File: config.mk
export PLATFORM = sky130hd
export DESIGN_NAME = alarm_sequencer
export DESIGN_NICKNAME = d
export VERILOG_FILES = /design/src/rtl/alarm_sequencer_pkg.sv /design/src/rtl/alarm_sequencer.sv
export SDC_FILE = /design/constraint.sdc
export NUM_CORES = 1
export LEC_CHECK = 0
export ABC_AREA = 1
export ABC_CLOCK_PERIOD_IN_PS = 5400
export BUFFER_PORTS_ARGS = -buffer_cell sky130_fd_sc_hd__buf_2
export CORE_MARGIN = 2
export CORE_UTILIZATION = 50
export CTS_BUF_LIST = sky130_fd_sc_hd__clkbuf_4 sky130_fd_sc_hd__clkbuf_8
export DETAILED_ROUTE_END_ITERATION = 8
export HOLD_SLACK_MARGIN = 0.06
export PLACE_DENSITY = 0.7
export SLEW_MARGIN = 20
export SYNTH_ARGS = -nofsm -noshare
export SYNTH_HDL_FRONTEND = slang
export SYNTH_SLANG_ARGS = --single-unit
File: constraint.sdc
create_clock -name clk -period 5.4 [get_ports clk]
set_clock_uncertainty 0.05 [all_clocks]
set_input_delay 0.54 -clock clk [delete_from_list [all_inputs] [get_ports clk]]
set_output_delay 0.54 -clock clk [all_outputs]
set_load 0.005 [all_outputs]
File: src/rtl/alarm_sequencer_pkg.sv
// Shared state encodings and default timing parameters for the alarm sequencer.
package alarm_sequencer_pkg;

    typedef enum logic [1:0] {
        ST_IDLE    = 2'd0,
        ST_RING    = 2'd1,
        ST_SNOOZE  = 2'd2,
        ST_LOCKOUT = 2'd3
    } state_t;

    localparam int DEF_RING_TIMEOUT_SEC = 60;
    localparam int DEF_SNOOZE_MIN       = 5;
    localparam int DEF_MAX_SNOOZE       = 3;

endpackage

File: src/rtl/alarm_sequencer.sv
// Alarm ring / snooze / auto-timeout / lockout sequencer driving the buzzer.
// Optional build macro ALARM_BEEP_PATTERN_EN gates the 1 s on / 1 s off beep pattern.
//
// state      | meaning
// -----------+-------------------------------------------------------------
// ST_IDLE    | armed or disarmed, waiting for enable && match
// ST_RING    | buzzer on, counting one_sec ticks toward automatic stop
// ST_SNOOZE  | buzzer off, counting one_min ticks toward re-ring
// ST_LOCKOUT | buzzer off, waiting for the matching minute to end
module alarm_sequencer
    import alarm_sequencer_pkg::*;
#(
    parameter int RING_TIMEOUT_SEC = DEF_RING_TIMEOUT_SEC,
    parameter int SNOOZE_MIN       = DEF_SNOOZE_MIN,
    parameter int MAX_SNOOZE       = DEF_MAX_SNOOZE
) (
    input  logic       clk,
    input  logic       reset,
    input  logic       alarm_enable,
    input  logic       alarm_match,
    input  logic       one_sec,
    input  logic       one_min,
    input  logic       snooze_button,
    input  logic       stop_button,
    output logic       sound_alarm,
    output logic       alarm_active,
    output logic       snoozing,
    output logic [2:0] snooze_left
);

    localparam int RW = $clog2(RING_TIMEOUT_SEC + 1);
    localparam int SW = $clog2(SNOOZE_MIN + 1);
    localparam logic [RW-1:0] RING_TC = RW'(RING_TIMEOUT_SEC);
    localparam logic [SW-1:0] SNZ_TC  = SW'(SNOOZE_MIN);
    localparam logic [2:0]    SNZ_MAX = 3'(MAX_SNOOZE);

    state_t        r_state, w_state_nxt;
    logic [RW-1:0] r_ring_cnt, w_ring_cnt_nxt, w_ring_inc;
    logic [SW-1:0] r_snz_cnt, w_snz_cnt_nxt, w_snz_inc;
    logic [2:0]    r_snooze_left, w_snooze_left_nxt;
    logic          r_sound, r_active, r_snoozing;
    logic          w_sound_nxt;
`ifdef ALARM_BEEP_PATTERN_EN
    logic          r_beep_phase, w_beep_phase_nxt;
`endif

    // Counters saturate at their terminal values rather than wrapping.
    assign w_ring_inc = (r_ring_cnt == RING_TC) ? RING_TC : r_ring_cnt + 1'b1;
    assign w_snz_inc  = (r_snz_cnt == SNZ_TC) ? SNZ_TC : r_snz_cnt + 1'b1;

    always_comb begin
        w_state_nxt       = r_state;
        w_ring_cnt_nxt    = r_ring_cnt;
        w_snz_cnt_nxt     = r_snz_cnt;
        w_snooze_left_nxt = r_snooze_left;
`ifdef ALARM_BEEP_PATTERN_EN
        w_beep_phase_nxt  = r_beep_phase;
`endif
        if (!alarm_enable) begin
            w_state_nxt = ST_IDLE;
        end else begin
            case (r_state)
                ST_IDLE: begin
                    if (alarm_match) begin
                        w_state_nxt       = ST_RING;
                        w_snooze_left_nxt = SNZ_MAX;
                        w_ring_cnt_nxt    = '0;
`ifdef ALARM_BEEP_PATTERN_EN
                        w_beep_phase_nxt  = 1'b1;
`endif
                    end
                end
                ST_RING: begin
                    if (stop_button) begin
                        w_state_nxt = ST_LOCKOUT;
                    end else if (snooze_button && (r_snooze_left != 3'd0)) begin
                        w_state_nxt       = ST_SNOOZE;
                        w_snooze_left_nxt = r_snooze_left - 3'd1;
                        w_snz_cnt_nxt     = '0;
                    end else if (one_sec) begin
                        w_ring_cnt_nxt = w_ring_inc;
`ifdef ALARM_BEEP_PATTERN_EN
                        w_beep_phase_nxt = ~r_beep_phase;
`endif
                        if (w_ring_inc == RING_TC) w_state_nxt = ST_LOCKOUT;
                    end
                end
                ST_SNOOZE: begin
                    if (stop_button) begin
                        w_state_nxt = ST_LOCKOUT;
                    end else if (one_min) begin
                        w_snz_cnt_nxt = w_snz_inc;
                        if (w_snz_inc == SNZ_TC) begin
                            w_state_nxt    = ST_RING;
                            w_ring_cnt_nxt = '0;
`ifdef ALARM_BEEP_PATTERN_EN
                            w_beep_phase_nxt = 1'b1;
`endif
                        end
                    end
                end
                ST_LOCKOUT: begin
                    if (!alarm_match) w_state_nxt = ST_IDLE;
                end
                default: w_state_nxt = ST_IDLE;
            endcase
        end
    end

    // Outputs are registered from the next state so they change on the entering edge.
`ifdef ALARM_BEEP_PATTERN_EN
    assign w_sound_nxt = (w_state_nxt == ST_RING) && w_beep_phase_nxt;
`else
    assign w_sound_nxt = (w_state_nxt == ST_RING);
`endif

    always_ff @(posedge clk or negedge reset) begin
        if (!reset) begin
            r_state       <= ST_IDLE;
            r_ring_cnt    <= '0;
            r_snz_cnt     <= '0;
            r_snooze_left <= SNZ_MAX;
            r_sound       <= 1'b0;
            r_active      <= 1'b0;
            r_snoozing    <= 1'b0;
        end else begin
            r_state       <= w_state_nxt;
            r_ring_cnt    <= w_ring_cnt_nxt;
            r_snz_cnt     <= w_snz_cnt_nxt;
            r_snooze_left <= w_snooze_left_nxt;
            r_sound       <= w_sound_nxt;
            r_active      <= (w_state_nxt == ST_RING) || (w_state_nxt == ST_SNOOZE);
            r_snoozing    <= (w_state_nxt == ST_SNOOZE);
        end
    end

`ifdef ALARM_BEEP_PATTERN_EN
    always_ff @(posedge clk or negedge reset) begin
        if (!reset) r_beep_phase <= 1'b0;
        else        r_beep_phase <= w_beep_phase_nxt;
    end
`endif

    assign sound_alarm  = r_sound;
    assign alarm_active = r_active;
    assign snoozing     = r_snoozing;
    assign snooze_left  = r_snooze_left;

endmodule

==> metrics.txt <==
CP arrival=2.17 ns; TritonCTS clock tree=yes; 1st-iter DRT viols=17; Critical Path RT=5.59 ns; Worst Tran Pin Value=0.383 ns; Final setup viols=0; commonest non-fill, non-tap cell in the layout=nand2_1; simple-gate share of the synthesized area=0.331; die area=0.00271 sq mm; final WL=2160 um; fillers=195; Post-Synthesis Cells=152; critical path type=register to register; CP max FO=7; share of layout cells above drive strength 1=0.257; relative slew slack=0.745; average instance area after synthesis=7.59 sq um; Final TNS setup=0 ns; detailed placement HPWL=about 1700 um; Synth Net Count=166; Core Footprint=0.00219 sq mm; Tcrit/Tclk final=0.366; main combinational cell family by area after synthesis=simple AND/OR/NAND/NOR gates; Place WS=3.45 ns; number of port buffers=13; initial antenna violation count=0; Final Hold Violating Endpoints=0; crit end category=register; clock buffer depth=2; Critical Path Start Type=register; first-pass GRT wire length=4100 um; Slew Viols, Final=0; Die Width=52.0 um; CTS clk-pin slew, worst paths=0.10 ns; Reg-to-Reg End=alarm_active$_DFF_PN0_; Tmin final=1.98 ns; Yosys warnings=0; wire per inst=11.1 um; Power Density=366 mW/mm^2; Initial Util=0.527; Hold Buf Count CTS=0; routability cong.=~0.86; Post-route DRC=0; post-cts resize count=0; Fmax=505 MHz; most frequent cells in the layout=nand2_1 (39), inv_1 (22), dfrtp_1 (15); post-synth cell types=27; HP Class=input port to async pin; multiplexer share of the synthesized area=0; CTS H-tree depth=1; Final WS setup=3.42 ns; # IOs=14; first-pass iteration count of the detailed router=4; TritonCTS Buffers=3; worst-skew pair later-pin latency=0.30 ns; vias=approximately 1000; Via density=5.06; Seq cells post-synth=17; vias in the first global route=991; Post-CTS Setup Bufs=0; outcome=completed; remaining global-route overflow=0; Die Y=52.0 um; complex-gate fraction of the synthesized area=0.113; Worst R2R Start=r_ring_cnt[0]$_DFFE_PN0P_; VDD IR-drop max=roughly 250 uV; sequential area share after synthesis=0.371; RSZ-0062 raised after global routing=false; Post-Synth Adder-Cell Area=0.0651; Synth Area in XOR/XNOR=0.0152; # diodes=0; number of routed nets with antenna violations=0; Final nets=around 180; Max Cap Violations=0; flop-to-flop setup slack=3.42 ns; Root Buffer=clkbuf_4; largest net degree at the start of global routing=18; GRT Overall Usage=0.203; Sink Count=17; LEAKAGE=0.673 nW; post-synthesis cell area=0.00115 sq mm; Rows=17; worst r2r path cells=12; area delta synth->final=8.89%
[area by class of cell]
class,instances,area (sq um),area share
clock buffers,3,22.5,0.0179
clock inverters,1,5.00,0.00398
inverters,25,96.3,0.0767
multi-input cells,108,604,0.481
flip-flops and latches,17,428,0.341
well taps,28,35.0,0.0279
repair buffers,13,65.1,0.0518
[routing by layer]
metal / share of wire / GRT usage
met3: 0.023 / 0.0172
met4: 0.018 / 0.101
met5: 0 / 0
met2: 0.54 / 0.365
met1: 0.42 / 0.238
[metrics by stage]
step	util	cells	hold slack [ns]	power (mW)	instance area, sq um
after floorplan	-	152	0.194	0.354	1150
after global placement	0.561	191	0.429	0.386	1230
after detailed placement	0.561	191	0.436	0.393	1230
after CTS	0.573	195	0.109	0.464	1260
after global routing	0.573	195	0.118	0.503	1260
final	0.573	195	0.0959	0.459	1260
[kinds of logic after synthesis]
group / count (synthesis)
AO/OA/AOI/OAI: 19
XOR/XNOR: 2
adder cells (fa/ha/maj): 6
buffers and inverters: 27
flip-flops: 17
AND/OR/NAND/NOR: 81
[power by group]
part	switching [mW]	internal, mW	total (mW)
clock network	0.0413	0.0276	0.0690
registers	0.0307	0.160	0.191
logic	0.126	0.0729	0.199
[synthesized netlist by cell type (all sizes together)]
cell / count / share of area
xnor2: 1 / 0.0076
xor2: 1 / 0.0076
inv: 25 / 0.084
dfstp: 2 / 0.046
nand3: 12 / 0.056
nand2: 49 / 0.19
a21oi: 4 / 0.021
nand4: 4 / 0.022
o211ai: 1 / 0.011
a22oi: 1 / 0.0065
o21ai: 12 / 0.068
nor2: 16 / 0.063
ha: 6 / 0.065
dfrtp: 15 / 0.33
o21a: 1 / 0.0065
buf: 2 / 0.022
[worst max-delay path by stage]
stage                              start  slack, ns  depth (start not counted)                     end
4_1_cts        r_ring_cnt[0]$_DFFE_PN0P_       3.42                         12  alarm_active$_DFF_PN0_
3_3_place_gp   r_ring_cnt[0]$_DFFE_PN0P_       3.46                         12  alarm_active$_DFF_PN0_
6_report       r_ring_cnt[0]$_DFFE_PN0P_       3.42                         12  alarm_active$_DFF_PN0_
3_5_place_dp   r_ring_cnt[0]$_DFFE_PN0P_       3.45                         12  alarm_active$_DFF_PN0_
5_1_grt        r_ring_cnt[0]$_DFFE_PN0P_       3.22                         12  alarm_active$_DFF_PN0_
2_1_floorplan  r_ring_cnt[0]$_DFFE_PN0P_       3.70                         12  alarm_active$_DFF_PN0_
[flip-flops by register name, summed over array words and instances, names as in the netlist]
name	flops
alarm_active	1
r_ring_cnt	6
r_snz_cnt	3
r_state	2
snooze_left	3
snoozing	1
sound_alarm	1
[critical path: stages (launching register included)]
cell and delay [ns]:
dfrtp_1 0.46, inv_1 0.13, ha_1 0.15, nand2_1 0.05, inv_1 0.05, nand2_1 0.13, nand3_1 0.14, nand2_1 0.07
nor2_1 0.11, nand2_1 0.08, a21oi_1 0.19, ha_1 0.26, inv_1 0.05
Note: power is estimated with default switching activity, not from simulation.
